**src/rtl/mpu6050_sequencer.sv**
```systemverilog
// mpu6050_sequencer: periodically reads six consecutive MPU6050 registers
// through a single-register I2C master and publishes three signed 16-bit
// axis words with a one-cycle frame strobe.
`timescale 1ns/1ps
module mpu6050_sequencer #(
  parameter int unsigned SAMPLE_PERIOD  = 500_000,
  parameter int unsigned TIMEOUT_CYCLES = 100_000,
  parameter logic [7:0]  ACCEL_BASE     = 8'h3B,
  parameter logic [7:0]  GYRO_BASE      = 8'h43
) (
  input  logic        clk,
  input  logic        reset,
  input  logic        enable,
  input  logic        sel_gyro,
  input  logic        i2c_ready,
  input  logic [7:0]  i2c_data,
  input  logic        i2c_data_valid,
  output logic        i2c_start,
  output logic [7:0]  i2c_reg_addr,
  output logic [15:0] axis_x,
  output logic [15:0] axis_y,
  output logic [15:0] axis_z,
  output logic        frame_is_gyro,
  output logic        frame_valid,
  output logic        busy,
  output logic        timeout_err,
  output logic        overrun
);

  localparam int unsigned PW = (SAMPLE_PERIOD > 1) ? $clog2(SAMPLE_PERIOD) : 1;
  localparam int unsigned TW = $clog2(TIMEOUT_CYCLES + 1);
  localparam logic [PW-1:0] PERIOD_LAST  = PW'(SAMPLE_PERIOD - 1);
  localparam logic [TW-1:0] TIMEOUT_LAST = TW'(TIMEOUT_CYCLES - 1);

  typedef enum logic [2:0] {IDLE, ISSUE, WAIT_DATA, DONE, WAIT_TICK} state_t;

  state_t        state_q, state_d;
  logic [2:0]    idx_q, idx_d;
  logic          sel_q, sel_d;
  logic [PW-1:0] per_cnt_q, per_cnt_d;
  logic [TW-1:0] tmo_cnt_q, tmo_cnt_d;
  // Only bytes 0..4 need shadowing; byte 5 goes straight into axis_z.
  logic [7:0]    shadow_q [5];
  logic [7:0]    shadow_d [5];
  logic [15:0]   axis_x_q, axis_x_d, axis_y_q, axis_y_d, axis_z_q, axis_z_d;
  logic          frame_is_gyro_q, frame_is_gyro_d;
  logic          overrun_q, overrun_d;

  logic tick, in_frame, got_byte, tmo_hit;

  // Shared status terms used by both the FSM and the datapath.
  always_comb begin
    tick     = (state_q != IDLE) && (per_cnt_q == PERIOD_LAST);
    in_frame = (state_q == ISSUE) || (state_q == WAIT_DATA) || (state_q == DONE);
    got_byte = (state_q == WAIT_DATA) && i2c_data_valid;
    // A byte arriving in the same cycle as the deadline still counts.
    tmo_hit  = (state_q == WAIT_DATA) && !i2c_data_valid && (tmo_cnt_q == TIMEOUT_LAST);
  end

  // FSM state register.
  always_ff @(posedge clk or negedge reset) begin
    if (!reset) state_q <= IDLE;
    else        state_q <= state_d;
  end

  // FSM next-state logic; dropping enable abandons everything.
  always_comb begin
    state_d = state_q;
    if (!enable) begin
      state_d = IDLE;
    end else begin
      case (state_q)
        IDLE:      state_d = ISSUE;
        ISSUE:     if (i2c_ready) state_d = WAIT_DATA;
        WAIT_DATA: begin
          if (i2c_data_valid) state_d = (idx_q == 3'd5) ? DONE : ISSUE;
          else if (tmo_hit)   state_d = WAIT_TICK;
        end
        DONE:      state_d = WAIT_TICK;
        WAIT_TICK: if (tick) state_d = ISSUE;
        default:   state_d = IDLE;
      endcase
    end
  end

  // FSM outputs; start is combinational so it lands in the ready cycle.
  always_comb begin
    i2c_start   = (state_q == ISSUE) && i2c_ready && enable;
    busy        = in_frame;
    frame_valid = (state_q == DONE);
    timeout_err = tmo_hit && enable;
  end

  // Datapath next values: index, select latch, counters, shadow and axis words.
  always_comb begin
    idx_d           = idx_q;
    sel_d           = sel_q;
    shadow_d        = shadow_q;
    axis_x_d        = axis_x_q;
    axis_y_d        = axis_y_q;
    axis_z_d        = axis_z_q;
    frame_is_gyro_d = frame_is_gyro_q;
    overrun_d       = overrun_q | (tick && in_frame);
    per_cnt_d       = (state_q == IDLE || per_cnt_q == PERIOD_LAST) ? '0 : per_cnt_q + PW'(1);
    tmo_cnt_d       = tmo_cnt_q;

    if (i2c_start)                  tmo_cnt_d = '0;
    else if (state_q == WAIT_DATA)  tmo_cnt_d = tmo_cnt_q + TW'(1);

    if (enable) begin
      if (state_q == IDLE || (state_q == WAIT_TICK && tick)) begin
        sel_d = sel_gyro;
        idx_d = 3'd0;
      end
      if (got_byte) begin
        if (idx_q == 3'd5) begin
          // Final byte: publish the whole frame so the words change with frame_valid.
          axis_x_d        = {shadow_q[0], shadow_q[1]};
          axis_y_d        = {shadow_q[2], shadow_q[3]};
          axis_z_d        = {shadow_q[4], i2c_data};
          frame_is_gyro_d = sel_q;
        end else begin
          for (int i = 0; i < 5; i++) begin
            if (idx_q == 3'(i)) shadow_d[i] = i2c_data;
          end
          idx_d = idx_q + 3'd1;
        end
      end
    end
  end

  // Datapath registers.
  always_ff @(posedge clk or negedge reset) begin
    if (!reset) begin
      idx_q           <= '0;
      sel_q           <= 1'b0;
      per_cnt_q       <= '0;
      tmo_cnt_q       <= '0;
      for (int i = 0; i < 5; i++) shadow_q[i] <= '0;
      axis_x_q        <= '0;
      axis_y_q        <= '0;
      axis_z_q        <= '0;
      frame_is_gyro_q <= 1'b0;
      overrun_q       <= 1'b0;
    end else begin
      idx_q           <= idx_d;
      sel_q           <= sel_d;
      per_cnt_q       <= per_cnt_d;
      tmo_cnt_q       <= tmo_cnt_d;
      for (int i = 0; i < 5; i++) shadow_q[i] <= shadow_d[i];
      axis_x_q        <= axis_x_d;
      axis_y_q        <= axis_y_d;
      axis_z_q        <= axis_z_d;
      frame_is_gyro_q <= frame_is_gyro_d;
      overrun_q       <= overrun_d;
    end
  end

  // Register address follows the latched source and current byte index.
  always_comb begin
    i2c_reg_addr  = (sel_q ? GYRO_BASE : ACCEL_BASE) + {5'b0, idx_q};
    axis_x        = axis_x_q;
    axis_y        = axis_y_q;
    axis_z        = axis_z_q;
    frame_is_gyro = frame_is_gyro_q;
    overrun       = overrun_q;
  end

endmodule

```
**config.mk**
```make
export PLATFORM = sky130hd
export DESIGN_NAME = mpu6050_sequencer
export DESIGN_NICKNAME = d
export VERILOG_FILES = /design/src/rtl/mpu6050_sequencer.sv
export SDC_FILE = /design/constraint.sdc
export NUM_CORES = 1
export LEC_CHECK = 0
export CORE_UTILIZATION = 45
export CTS_CLUSTER_SIZE = 14
export DETAILED_ROUTE_END_ITERATION = 7
export PLACE_DENSITY = 0.79
export REMOVE_ABC_BUFFERS = 1
export SLEW_MARGIN = 20
export SYNTH_ARGS = -nofsm -noshare
export SYNTH_HDL_FRONTEND = slang
export SYNTH_SLANG_ARGS = --single-unit
```
**constraint.sdc**
```tcl
create_clock -name clk -period 2.3 [get_ports clk]
set_clock_uncertainty 0.1 [all_clocks]
set_input_delay 0.46 -clock clk [delete_from_list [all_inputs] [get_ports clk]]
set_output_delay 0.46 -clock clk [all_outputs]
set_load 0.1 [all_outputs]
```
# Yosys cells after proc, flatten, opt, wreduce, memory -nomap -nowiden
# Index checks and enable logic that the tools add are counted.
[word_totals]
mem_bits_ro = 0
ramBits = 0
wordCells = 75
input_bits = 14
output_inout_bits = 62
latchBits = 0
memories = 0
register_bits = 133
[op_classes]
reduce_logical = 26
eq_ne = 14
n_mux = 14
n_mul = 0
shifts = 0
n_lt_le_gt_ge = 0
n_bitwise = 2
n_div = 0
add_sub_neg = 4
[op_table]
columns = ["op", "count"]
rows = [
  ["$mux W17", 2],
  ["$mux W3", 8],
  ["$reduce_and A4 Y1", 5],
  ["$add A19 B1 Y19 const B", 1],
  ["$eq A19 B19 Y1 const B", 1],
  ["$mux W19", 1],
  ["$add A17 B1 Y17 const B", 1],
  ["$eq A17 B17 Y1 const B", 1],
  ["$pmux W3 S5", 1],
  ["$eq A3 B2 Y1 const B", 4],
  ["$eq A3 B3 Y1 const B", 3],
  ["$logic_and A1 B1 Y1", 9],
  ["$add A7 B3 Y8", 1],
  ["$mux W7", 1],
  ["$eq A3 B1 Y1 const B", 2],
  ["$logic_not A3 Y1", 2],
  ["$ne A3 B3 Y1 const B", 2],
  ["$reduce_and A3 Y1", 2],
  ["$logic_or A1 B1 Y1", 4],
  ["$ne A4 B4 Y1 const B", 1],
  ["$add A3 B1 Y3 const B", 1],
  ["$reduce_bool A3 Y1", 1],
  ["$mux W2", 1],
  ["$reduce_and A2 Y1", 1],
  ["4 further kinds", 4],
]

# Longest topological paths before layout
# Gate-level depths: netlist of the first run.
[logic_depth]
depth_word = 7
ltp_mapped = 7
mapped_depth_nobuf = 6

# Least setup slack after synthesis of the first run
# OpenSTA, ideal clock, no wires.
[synth_path]
path_kind = "reg2out"
start = "register idx_q[0]"
end = "output port i2c_reg_addr[6]"
setup_slack_ps = -2183
stages_incl_launch_ff = 6
required_ps = 1740
arrival_time_ps = 3923
path_cell_list = "dfrtp_1 inv_1 ha_1 inv_1 a21oi_1 inv_1"
[synth_via]
elab_chain_len = 1
[synth_lines]
columns = ["item", "line_no", "rtl"]
rows = [
  ["from (decl)", "38", "logic [2:0] idx_q, idx_d;"],
  ["from (signal assigned)", "146", "idx_q <= idx_d;"],
  ["$add A7 B3 Y8", "161", "i2c_reg_addr = (sel_q ? GYRO_BASE : ACCEL_BASE) + {5'b0, idx_q};"],
  ["to (decl)", "19", "output logic [7:0] i2c_reg_addr,"],
]
# Every way passes these cells.

# Final worst setup path of the first run
[layout_path]
start = "register tmo_cnt_q[12]"
end = "output port timeout_err"
[layout_via]
elab_chain_len = 3
[layout_lines]
columns = ["item", "line_no", "rtl"]
rows = [
  ["from (decl)", "41", "logic [TW-1:0] tmo_cnt_q, tmo_cnt_d;"],
  ["from (signal assigned)", "149", "tmo_cnt_q <= tmo_cnt_d;"],
  ["$eq A17 B17 Y1", "57", "tmo_hit = (state_q == WAIT_DATA) && !i2c_data_valid && (tmo_cnt_q == TIMEOUT_LAST);"],
  ["$logic_and A1 B1 Y1", "57", ""],
  ["$logic_and A1 B1 Y1", "91", "timeout_err = tmo_hit && enable;"],
  ["to (decl)", "26", "output logic timeout_err,"],
]
# Every way passes these cells.

==> impl_metrics.json, run 1 <==
{
  "crit_start": "tmo_cnt_q[12]",
  "cts_root_buf": "clkbuf_16",
  "cts_sinks": 133,
  "dieArea_mm2": 0.0133,
  "fmax_mhz": 376,
  "grt.total_usage_pct": 20.4,
  "drv_cap": 0,
  "grt_pass1_wl_mm": 20.5,
  "vias_per_cell": 5.32,
  "firstDrtPassIters": 4,
  "clkLatencyLatePin_ns": 0.42,
  "synth_compound_area_share_pct": 3.88,
  "ys_types": 43,
  "synthCells": 465,
  "synth-async-reset-ratio_pct": 100,
  "gr-usage-met3_pct": 4.96,
  "power_uw": 5870,
  "min_path_cells": 1,
  "row_count": 41,
  "cts_inserted_buffers": 17,
  "synthMuxAreaShare_pct": 17.6,
  "cp.required_ns": 1.74,
  "drc_errors": 0,
  "status": "finished, violations left",
  "syn_area_mm2": 0.00577,
  "gr-max-usage-layer": "met2",
  "synth_xor_area_share_pct": 3.64,
  "synth.avg_cell_area_um2": 12.4,
  "final_util_pct": 60.7,
  "timing.final.crit_share_pct": 115,
  "clkTransAtPathRegs_ns": 0.05,
  "use_met1_pct": 22.6,
  "startpoint_type": "flop",
  "final_layout_size_suffix_gt1_share_pct": 39.7,
  "hold_start": "overrun",
  "ys_ff_latch": 133,
  "final_cell_mix": "dfrtp_1 (131), mux2_2 (90), buf_4 (87), nor2_1 (29), nand2_1 (25)",
  "start_util_pct": 45.9,
  "rr_worst_depth": 4,
  "worst_slack_ns": -0.356,
  "ios": 76,
  "worstSetupPathType": "reg -> out",
  "syn_to_final_growth_pct": 32.2,
  "drt-total-wl_mm": 12.6,
  "synthFlopType": "dfrtp_1",
  "wire_per_inst_um": 16.4,
  "ir_drop_v": 0.000636,
  "synth_edf_count": 0,
  "crit_fanout": 2,
  "clockBufferDepth": 2,
  "antenna_found_initial": 0,
  "synth_fa_ha_area_share_pct": 1.73,
  "core_area_mm2": 0.0126,
  "placed_cell_area_mm2": 0.00697,
  "reg2reg_to": "tmo_cnt_q[12]",
  "ant_nets": 0,
  "grt_overflow": 0,
  "drt_iter0_drc": 150,
  "cts_max_level": 4,
  "p_leak_uw": 0.00364,
  "min_period_ns": 2.66,
  "cts_tree": "yes",
  "use_met2_pct": 37.0,
  "violations": "negative setup slack",
  "whs_endpoint": "overrun",
  "yosysSeqAreaShare_pct": 57.6,
  "die_w_um": 115,
  "antenna_cells": 0,
  "hold_viol_final": 0,
  "nNetsFinal": 603,
  "slew_violations": 0,
  "worstHoldPathType": "reg -> reg",
  "setup_tns_ns": -0.356,
  "ff2ff_setup_slack_ns": 0.09,
  "postLayoutCellArea_mm2": 0.00763,
  "hpwl_mm": 8.83,
  "grt_max_degree": 42,
  "endpoint_kind": "output pin",
  "vias": 4062,
  "grt_pass1_vias": 4305,
  "synth_top_family_by_area": "multiplexers",
  "dp_slack_ns": -0.189,
  "gp_congestion": 0.797,
  "ys_warn_count": 0,
  "synthSimpleGateAreaFrac_pct": 12.7,
  "setup_viol": 1,
  "p_per_area_mw_per_mm2": 770,
  "critPathArrivalTime_ns": 2.10,
  "layout_commonest_cell": "dfrtp_1",
  "r2r-start": "state_q[2]",
  "port_buffers": 74,
  "die_y_um": 115,
  "rsz0062_at_grt": "yes"
}
-- synthesized netlist by cell type, types with 4 or more instances --
cell type / n / area [µm²]
ha_1: 8 / 100
clkbuf_1: 9 / 33.8
nor3_1: 11 / 55.1
and3_1: 4 / 25.0
nand4_1: 8 / 50.1
nor4_1: 7 / 43.8
xor2_1: 8 / 70.1
buf_2: 4 / 20.0
nor2_1: 30 / 113
a21oi_1: 15 / 75.1
o31ai_1: 8 / 60.1
inv_1: 18 / 67.6
xnor2_1: 16 / 140
dfrtp_1: 133 / 3330
o21ai_0: 6 / 30.0
nand2_1: 25 / 93.8
or4_1: 12 / 90.1
nand3_1: 19 / 95.1
mux2_2: 90 / 1010
-- layer usage --
metal / wire length, µm / part of all wire (%)
met5: 0 / 0
met4: 221 / 1.8
met3: 408 / 3.2
met2: 6970 / 56
met1: 4950 / 39
-- how the worst max path moves through the flow --
stage                      endpoint  slack, ns  depth (start not counted)
detailed placement      timeout_err      -0.19                          4
CTS                     timeout_err      -0.42                          4
global route            timeout_err      -0.43                          4
global placement        timeout_err      -0.16                          4
finish                  timeout_err      -0.36                          4
floorplan           i2c_reg_addr[6]      -2.18                          5
-- cells by family after synthesis --
logic type / after synthesis
buffers and inverters: 36
AO/OA/AOI/OAI: 37
AND/OR/NAND/NOR: 136
adder cells (fa/ha/maj): 8
multiplexers: 90
flip-flops: 133
XOR/XNOR: 24
other: 1
-- where the power goes --
part	internal, µW	switching, µW	leakage [µW]
combinational	258	418	0.00152
sequential	2440	75.0	0.00184
clock	1740	938	0.000285
total	4440	1430	0.00364
-- what timing repair did --
action                     4_1_cts  5_1_grt
setup endpoints to repair        3        9
hold endpoints to repair        26        0
pin swaps                        2        2
buffers inserted                 0        3
gates resized for setup          5        5
hold buffers                     1        0
-- sequential cells by signal, indices dropped and copies added, names as in the netlist, 3 cells and up --
name / flops
tmo_cnt_q: 17
shadow_q: 40
axis_x: 16
state_q: 3
idx_q: 3
axis_y: 16
per_cnt_q: 19
axis_z: 16
-- final cells by class --
| class | instances | area [µm²] |
|---|---|---|
| Multi-Input combinational cell | 296 | 2350 |
| Fill cell | 982 | 4930 |
| Clock buffer | 21 | 460 |
| Clock inverter | 9 | 129 |
| Timing Repair Buffer | 115 | 1080 |
| Inverter | 18 | 67.6 |
| Sequential cell | 133 | 3330 |
| Tap cell | 172 | 215 |
-- per-stage QoR --
step                      hold slack (ns)  std cells
after floorplan                    0.0644        447
after global placement              0.317        730
after detailed placement            0.322        730
after CTS                           0.370        761
after global routing                0.413        764
final                               0.364        764
-- worst max-delay path, cell delays in order, from the launching register on --
cell and delay (ns):
dfrtp_1 0.37, or4b_4 0.55, nor4_4 0.32, and4_4 0.27, buf_12 0.17
Note: power is estimated with default switching activity, not from simulation.
==> run 2, diff against run 1 <==
Settings changed: CORE_MARGIN set to 2.
==> impl_metrics.json, run 2 (synthesis gave the netlist of run 1 again) <==
{
  "antenna_cells": 0,
  "final_layout_size_suffix_gt1_share_pct": 40.0,
  "wire_per_inst_um": 16.0,
  "core_area_mm2": 0.0126,
  "clkLatencyLatePin_ns": 0.42,
  "regArea_mm2": 0.00333,
  "drt-total-wl_mm": 12.2,
  "nNetsFinal": 602,
  "slew_violations": 0,
  "firstDrtPassIters": 4,
  "cts_max_level": 4,
  "drt_iter0_drc": 214,
  "path_cells": "or4b_4 -> nor4_4 -> and4_1 -> buf_12",
  "top_register": "shadow_q",
  "path_buf_inv": 1,
  "clockBufferDepth": 2,
  "hpwl_mm": 8.20,
  "crit_fanout": 2,
  "startpoint_type": "flop",
  "cts_root_buf": "clkbuf_16",
  "endpoint_kind": "output pin",
  "slowest_stage": "or4b_4",
  "top_regs": "shadow_q (40), per_cnt_q (19), tmo_cnt_q (17)",
  "clkTransAtPathRegs_ns": 0.06,
  "layout.cells.non_filler": 765,
  "p_per_area_mw_per_mm2": 789,
  "setup_tns_ns": -0.369,
  "worst_slack_ns": -0.369,
  "largest_register_ffs": 40,
  "layout_commonest_cell": "dfrtp_1",
  "vias_per_cell": 5.29,
  "grt_max_degree": 76,
  "setup_viol": 1,
  "grt_pass1_vias": 4180,
  "antenna_found_initial": 0,
  "rr_worst_depth": 4,
  "drc_errors": 0,
  "die_w_um": 117,
  "start_util_pct": 45.9,
  "dp.cells": 730,
  "cp.required_ns": 1.74,
  "ir_drop_v": 0.000740,
  "timing.final.crit_share_pct": 116,
  "gp_congestion": 0.848,
  "worstSetupPathType": "reg -> out",
  "final_cell_mix": "dfrtp_1 (132), mux2_2 (90), buf_4 (87), nor2_1 (29), nand2_1 (25)",
  "worstHoldPathType": "in -> async",
  "die_y_um": 117,
  "row_count": 41,
  "port_buffers": 74,
  "dieArea_mm2": 0.0138,
  "critPathArrivalTime_ns": 2.11,
  "fmax_mhz": 375,
  "min_period_ns": 2.67,
  "grt_overflow": 0,
  "path_delay_family": "simple AND/OR/NAND/NOR gates",
  "violations": "negative setup slack",
  "cts_tree": "yes",
  "hold_viol_final": 0,
  "ios": 76,
  "critical_path_depth": 4,
  "cpPeakStageDelay_ns": 0.55,
  "grt.total_usage_pct": 18.6,
  "drv_cap": 0,
  "rsz0062_at_grt": "yes",
  "grt_pass1_wl_mm": 19.8,
  "p_leak_uw": 0.00366,
  "fillers": 994,
  "status": "finished, violations left",
  "cts_inserted_buffers": 17,
  "vias": 4049,
  "cts_sinks": 133,
  "ant_nets": 0,
  "syn_to_final_growth_pct": 32.6,
  "multi_input_area_mm2": 0.00235
}
## run 2: cell types whose count changed in the layout (fill, tap and decap cells not counted), sizes merged
cell / previous run / this run
inv: 18 / 20
buf: 102 / 101
clkbuf: 21 / 22
clkinv: 4 / 3
## run 2: area by class of cell
cell class / instances / area share (%)
clock inverters: 10 / 1.85
well taps: 172 / 2.81
clock buffers: 22 / 6.45
multi-input cells: 296 / 30.6
repair buffers: 114 / 13.9
flip-flops and latches: 133 / 43.5
inverters: 18 / 0.882
## run 2: timing repair
action                     4_1_cts  5_1_grt
setup endpoints to repair        2        8
hold endpoints to repair        58        0
pin swaps                        3        3
setup buffers                    0        2
hold buffers                     1        0
gates resized for setup          4        7
## run 2: report_power, final
group          switching, µW  total (µW)  leakage [µW]  internal [µW]
Sequential              75.3        2520       0.00184           2440
Combinational            409         670       0.00151            261
Clock                   1000        2850      0.000309           1850
Total                   1490        6040       0.00366           4560
## run 2: final timing paths
kind                         startpoint             to  slack [ns]
setup / recovery           tmo_cnt_q[5]    timeout_err       -0.37
hold / removal                    reset      axis_z[4]        0.28
setup reg to reg             state_q[2]  tmo_cnt_q[16]        0.11
hold reg to reg                 overrun        overrun        0.36
max in group asynchronous         reset       idx_q[2]        1.22
min in group clk                overrun        overrun        0.36
## run 2: layer usage
metal / GRT usage [%] / part of all wire (%)
met5: 0 / 0
met4: 7.61 / 1.7
met3: 5.36 / 4.1
met2: 31.5 / 52
met1: 22.4 / 43
## run 2: metrics by stage
stage          total power [µW]  util (%)  hold WS (ns)  cell area [µm²]  setup slack, ns
2_1_floorplan              2910         -        0.0644             5680            -2.18
3_3_place_gp               3190      55.3         0.166             6950           -0.134
3_5_place_dp               3220      55.3         0.165             6950           -0.184
4_1_cts                    6080      60.6         0.267             7620           -0.418
5_1_grt                    6250      60.9         0.306             7660           -0.455
6_report                   6040      60.9         0.282             7660           -0.369
